--- src/rtl/traffic_light_monitor.sv ---
// Receiving-end monitor for the highway/country light codes: checks legality,
// conflicts, colour order and dwell times, latches the first fault, counts country cycles.
module traffic_light_monitor #(
  parameter int MIN_YELLOW = 3,
  parameter int MIN_ALLRED = 2,
  parameter int CNT_W      = 8
) (
  input  logic       clock,
  input  logic       reset,
  input  logic [1:0] hwy,
  input  logic [1:0] cntry,
  input  logic       enable,
  input  logic       clear_fault,
  output logic       fault,
  output logic [2:0] fault_code,
  output logic       flash_mode,
  output logic [7:0] cycle_count
);

  localparam logic [1:0] RED    = 2'd0;
  localparam logic [1:0] YELLOW = 2'd1;
  localparam logic [1:0] GREEN  = 2'd2;
  localparam logic [1:0] BADC   = 2'd3;

  localparam logic [CNT_W-1:0] CNT_ONE   = {{(CNT_W-1){1'b0}}, 1'b1};
  localparam logic [CNT_W-1:0] CNT_MAX   = {CNT_W{1'b1}};
  localparam logic [CNT_W-1:0] MIN_Y_C   = CNT_W'(MIN_YELLOW);
  localparam logic [CNT_W-1:0] MIN_AR_C  = CNT_W'(MIN_ALLRED);

  logic [1:0]       prev_h_q, prev_h_d;
  logic [1:0]       prev_c_q, prev_c_d;
  logic             primed_q, primed_d;
  logic [CNT_W-1:0] yel_h_q, yel_h_d;
  logic [CNT_W-1:0] yel_c_q, yel_c_d;
  logic [CNT_W-1:0] allred_q, allred_d;
  logic             fault_q, fault_d;
  logic [2:0]       code_q, code_d;
  logic [7:0]       cycle_q, cycle_d;

  logic             illegal_s;
  logic             conflict_s;
  logic             clear_ok_s;
  logic             restart_s;
  logic [2:0]       viol_h_s;
  logic [2:0]       viol_c_s;
  logic [2:0]       viol_s;

  function automatic logic [CNT_W-1:0] sat_inc(input logic [CNT_W-1:0] v);
    if (v == CNT_MAX) begin
      return v;
    end else begin
      return v + CNT_ONE;
    end
  endfunction

  function automatic logic [CNT_W-1:0] yel_next(input logic [1:0] prev, input logic [1:0] cur,
                                                input logic [CNT_W-1:0] cnt, input logic restart);
    if (cur != YELLOW) begin
      return '0;
    end else if (restart || (prev != YELLOW)) begin
      return CNT_ONE;
    end else begin
      return sat_inc(cnt);
    end
  endfunction

  // Transition verdict for one road; checks 3..6 in priority order.
  function automatic logic [2:0] road_viol(input logic [1:0] prev, input logic [1:0] cur,
                                           input logic [CNT_W-1:0] ycnt, input logic [CNT_W-1:0] arcnt);
    if ((prev == GREEN) && (cur == RED)) begin
      return 3'd3;
    end else if (((prev == YELLOW) && (cur == GREEN)) || ((prev == RED) && (cur == YELLOW))) begin
      return 3'd4;
    end else if ((prev == YELLOW) && (cur == RED) && (ycnt < MIN_Y_C)) begin
      return 3'd5;
    end else if ((prev == RED) && (cur == GREEN) && (arcnt < MIN_AR_C)) begin
      return 3'd6;
    end else begin
      return 3'd0;
    end
  endfunction

  function automatic logic [2:0] min_nz(input logic [2:0] a, input logic [2:0] b);
    if (a == 3'd0) begin
      return b;
    end else if ((b == 3'd0) || (a < b)) begin
      return a;
    end else begin
      return b;
    end
  endfunction

  // Sample classification and violation selection.
  always_comb begin
    illegal_s  = (hwy == BADC) || (cntry == BADC);
    conflict_s = (hwy != RED) && (cntry != RED);
    clear_ok_s = fault_q && clear_fault && !illegal_s && !conflict_s;
    restart_s  = !primed_q || clear_ok_s;
    viol_h_s   = road_viol(prev_h_q, hwy, yel_h_q, allred_q);
    viol_c_s   = road_viol(prev_c_q, cntry, yel_c_q, allred_q);
    if (illegal_s) begin
      viol_s = 3'd1;
    end else if (conflict_s) begin
      viol_s = 3'd2;
    end else if (!restart_s) begin
      viol_s = min_nz(viol_h_s, viol_c_s);
    end else begin
      viol_s = 3'd0;
    end
  end

  // Next-state: tracking registers, dwell counters, fault latch and cycle counter.
  always_comb begin
    prev_h_d = hwy;
    prev_c_d = cntry;
    primed_d = 1'b1;
    yel_h_d  = yel_next(prev_h_q, hwy, yel_h_q, restart_s);
    yel_c_d  = yel_next(prev_c_q, cntry, yel_c_q, restart_s);
    if ((hwy == RED) && (cntry == RED)) begin
      allred_d = restart_s ? CNT_ONE : sat_inc(allred_q);
    end else begin
      allred_d = '0;
    end
    fault_d = fault_q;
    code_d  = code_q;
    if (!fault_q) begin
      if (enable && (viol_s != 3'd0)) begin
        fault_d = 1'b1;
        code_d  = viol_s;
      end else begin
        fault_d = 1'b0;
        code_d  = code_q;
      end
    end else if (clear_ok_s) begin
      fault_d = 1'b0;
      code_d  = 3'd0;
    end else begin
      fault_d = 1'b1;
      code_d  = code_q;
    end
    // A country cycle completes on a clean YELLOW->RED, judged even when checks are disarmed.
    if (!restart_s && (viol_s == 3'd0) && (prev_c_q == YELLOW) && (cntry == RED)) begin
      cycle_d = cycle_q + 8'd1;
    end else begin
      cycle_d = cycle_q;
    end
  end

  // State registers with asynchronous active-low reset.
  always_ff @(posedge clock or negedge reset) begin
    if (!reset) begin
      prev_h_q <= RED;
      prev_c_q <= RED;
      primed_q <= 1'b0;
      yel_h_q  <= '0;
      yel_c_q  <= '0;
      allred_q <= '0;
      fault_q  <= 1'b0;
      code_q   <= 3'd0;
      cycle_q  <= 8'd0;
    end else begin
      prev_h_q <= prev_h_d;
      prev_c_q <= prev_c_d;
      primed_q <= primed_d;
      yel_h_q  <= yel_h_d;
      yel_c_q  <= yel_c_d;
      allred_q <= allred_d;
      fault_q  <= fault_d;
      code_q   <= code_d;
      cycle_q  <= cycle_d;
    end
  end

  assign fault       = fault_q;
  assign flash_mode  = fault_q;
  assign fault_code  = code_q;
  assign cycle_count = cycle_q;

endmodule

--- config.mk ---
export PLATFORM = sky130hd
export DESIGN_NAME = traffic_light_monitor
export DESIGN_NICKNAME = d
export VERILOG_FILES = /design/src/rtl/traffic_light_monitor.sv
export SDC_FILE = /design/constraint.sdc
export NUM_CORES = 1
export LEC_CHECK = 0
export ABC_AREA = 1
export BUFFER_PORTS_ARGS = -buffer_cell sky130_fd_sc_hd__buf_2
export CAP_MARGIN = 20
export CORE_MARGIN = 1
export CORE_UTILIZATION = 45
export CTS_CLUSTER_DIAMETER = 60
export CTS_CLUSTER_SIZE = 28
export DETAILED_ROUTE_END_ITERATION = 7
export PLACE_DENSITY = 0.75
export SLEW_MARGIN = 20
export SYNTH_ARGS = -nofsm -noshare
export SYNTH_HDL_FRONTEND = slang
export SYNTH_SLANG_ARGS = --single-unit
--- constraint.sdc ---
create_clock -name clock -period 2.6 [get_ports clock]
set_input_delay 0.52 -clock clock [delete_from_list [all_inputs] [get_ports clock]]
set_output_delay 0.52 -clock clock [all_outputs]
set_load 0.05 [all_outputs]
==> metrics.csv <==
stage;metric;value;unit
route;routedWlPerCell;11.2;microns
power;power;0.00150;W
global_routing;grt-ovfl-total;0;
timing;hold_violations;0;
floorplan;die_x;76.1;microns
clock_network;path_clk_slew;0.08;ns
synthesis;synth_area_leaders;dfrtp_1 42%, nand2_1 10%, inv_1 7.8%;
timing;fmax;384;MHz
flow_run;cap_violations;0;
global_routing;grt_pass1_vias;1961;
worst_setup_path;cp.arrival;2.79;ns
placement;preCtsSetupSlack;-0.0295;ns
route;drc;0;
layout;fillers;492;
timing;rsz0062_at_grt;yes;
placement;globalplace.congestion;0.868;
synthesis;syn_area_per_cell;7.44;sq um
min_path;hold_class;primary input to asynchronous set/reset pin;
synthesis;synth_nets;346;
global_routing;groute.usage.overall;17.6;%
floorplan;fp.dieH;76.1;microns
outcome;status;finished with violations;
synthesis;synth_top_cell_by_area;dfrtp_1;
worst_setup_path;end_kind;flip-flop;
layout;antenna_cells;0;
timing;finClkSkew;0.00872;ns
global_routing;grt_max_degree;42;
timing;setup_ws;-0.00115;ns
layout;area_growth;20.5;%
timing;finalCritPeriodShare;100;%
placement;dp_hpwl;3.49;mm
clock_network;cts_max_path_buffers;2;
floorplan;start_util;47.5;%
outcome;violations;setup timing;
floorplan;die_area;5790;sq um
layout;drive_above_1_share;26.1;%
worst_setup_path;worstSetupPathType;flip-flop to flip-flop;
layout;finish.utilization;57.2;%
power;worst_ir_drop_vdd;0.000281;V
synthesis;yosysWarnings;0;
worst_setup_path;start_kind;flip-flop;
synthesis;synth_area;2470;sq um
clock_network;cts_tree;yes;
timing;worst_pin_slew;0.917;ns
synthesis;ys_seq_area_share;41.5;%
synthesis;synth-seq-cells;41;
route;drt_iter0_markers;75;
layout;regArea;1030;sq um
layout;multi_input_area;1340;sq um
clock_network;cts.sinks;41;
clock_network;clk_latency;0.29;ns
route;vias;2202;
route;postRouteAntennaNets;0;
timing;slew_headroom;38.9;%
route;wl;5.01;mm
timing;slew_violations;0;
worst_setup_path;worst-path-max-fanout;8;
global_routing;grt_pass1_wl;8.40;mm
global_routing;antenna_found_initial;0;
clock_network;cts_buffers;5;
floorplan;rows;26;
synthesis;netlist_instances;332;
power;p_leak;1.44;nW
route;dr.pass1.iters;4;
timing;setup_viol;1;
worst_setup_path;cp.required;2.79;ns
floorplan;ios;21;
clock_network;cts_max_level;2;
layout;nNetsFinal;388;
clock_network;cts-root-buf;clkbuf_8;
clock_network;cts-hold-fix-buffers;0;
route;viasPerCell;4.95;
floorplan;core_area;5200;sq um
power;p_per_area;504;nW/um^2
synthesis;synth_top_area_share;41.5;%
synthesis;synth_cell_types;32;
timing;layout_min_cycle_time;2.60;ns
placement;io_buffers;20;
## routing by layer
layer	vias up	GRT usage (%)	wire length (microns)
met2	26	30.0	2450
met1	1024	22.9	2380
met3	6	3.59	128
li1	1146	-	-
met4	0	4.62	46
met5	-	0	0
## final timing paths
check,slack (ns),to,start,cells past startpoint
min reg2reg,0.50,fault_code[2]$_DFFE_PN0P_,fault_code[2]$_DFFE_PN0P_,2
max,-0.001,cycle_count[2]$_DFFE_PN0P_,allred_q[5]$_DFFE_PN0P_,19
max in group asynchronous,1.67,fault_code[2]$_DFFE_PN0P_,reset,1
max reg2reg,-0.001,cycle_count[2]$_DFFE_PN0P_,allred_q[5]$_DFFE_PN0P_,19
min,0.35,allred_q[3]$_DFFE_PN0P_,reset,1
min in group clock,0.36,prev_h_q[1]$_DFF_PN0_,hwy[1],1
## cell usage after synthesis
library cell,n
and2_1,1
buf_4,1
nor3_2,1
a22oi_1,1
inv_2,3
nand2_1,66
nor2_1,49
o21a_1,1
o21ai_0,10
xor2_1,6
nand2_2,7
a311oi_1,1
nor2_4,3
o211ai_1,3
dfrtp_1,41
a21oi_1,14
and3_1,1
a21oi_2,3
conb_1,1
inv_1,51
a211oi_1,6
o22ai_2,1
nor2_2,2
ha_1,6
inv_4,2
nor3_1,11
nor2_8,1
xnor2_1,2
nand3b_1,2
nand2_4,1
nand4_1,5
nand3_1,29
## flip-flops by register name, summed over array words and instances, names as in the netlist
signal / flops
yel_h_q: 8
fault: 1
cycle_count: 8
yel_c_q: 8
prev_h_q: 2
prev_c_q: 2
primed_q: 1
fault_code: 3
allred_q: 8
## report_power, final
| group | total, W | leakage (nW) | switching (W) | internal, W |
|---|---|---|---|---|
| Sequential | 0.000705 | 0.553 | 0.0000324 | 0.000673 |
| Combinational | 0.000389 | 0.846 | 0.000283 | 0.000105 |
| Clock | 0.000406 | 0.0450 | 0.000220 | 0.000186 |
## kinds of logic after synthesis
family,synth area share [%]
buf+inv,9.02
other cells,0.152
compound gates,10.1
simple gates,33.3
xor+xnor,2.84
fa+ha+maj,3.04
flops,41.5
## area by class of cell
class / count / share of cell area, %
inverters: 56 / 7.32
well taps: 70 / 2.94
multi-input cells: 234 / 45.2
clock inverters: 2 / 0.336
clock buffers: 6 / 2.44
repair buffers: 35 / 7.15
repair inverters: 1 / 0.168
flip-flops and latches: 41 / 34.5
## placed cells by master (no fill, tap or decap), types with 2 or more instances in the layout
| cell | n |
|---|---|
| xnor2_1 | 2 |
| inv_1 | 47 |
| o211ai_1 | 3 |
| buf_4 | 15 |
| nand3_2 | 5 |
| clkinv_2 | 3 |
| nand2_1 | 53 |
| xor2_1 | 6 |
| a211oi_1 | 6 |
| nand2_2 | 19 |
| a21oi_1 | 13 |
| dfrtp_1 | 41 |
| nor2_1 | 47 |
| nor3_1 | 10 |
| o21ai_0 | 10 |
| ha_2 | 2 |
| ha_1 | 2 |
| nor2_2 | 3 |
| nand4_1 | 5 |
| nor3_2 | 2 |
| clkbuf_8 | 5 |
| ha_4 | 2 |
| nand3_1 | 24 |
| a21oi_2 | 4 |
| nand3b_1 | 2 |
| inv_2 | 7 |
| buf_2 | 20 |
| nor2_4 | 4 |
## through the flow
step           instances  setup TNS [ns]  hold WS, ns  instance area [sq um]
3_3_place_gp         431               0        0.481                   2730
2_1_floorplan        332               0        0.224                   2470
3_5_place_dp         431          -0.159        0.491                   2730
4_1_cts              439               0        0.352                   2810
6_report             445        -0.00115        0.352                   2980
5_1_grt              445           -1.42        0.361                   2980
## critical path, cell delays in order, from the launching register on
cell	delay [ns]
dfrtp_1	0.41
nor2_1	0.10
nand3_1	0.12
nor2_4	0.18
nand3_2	0.12
and2_4	0.20
ha_4	0.25
nand2_2	0.04
inv_2	0.03
nand2_1	0.04
nand2_1	0.08
nand2_2	0.10
nand2_2	0.10
nand3_1	0.13
a21oi_2	0.18
nand2_2	0.12
clkinv_4	0.10
nand2_8	0.08
nand2_4	0.06
nand2_2	0.05
## repair_timing
action,4_1_cts,5_1_grt
endpoints found under the setup margin,0,12
resized for setup,0,35
buffers inserted,0,5
Note: power is estimated with default switching activity, not from simulation.
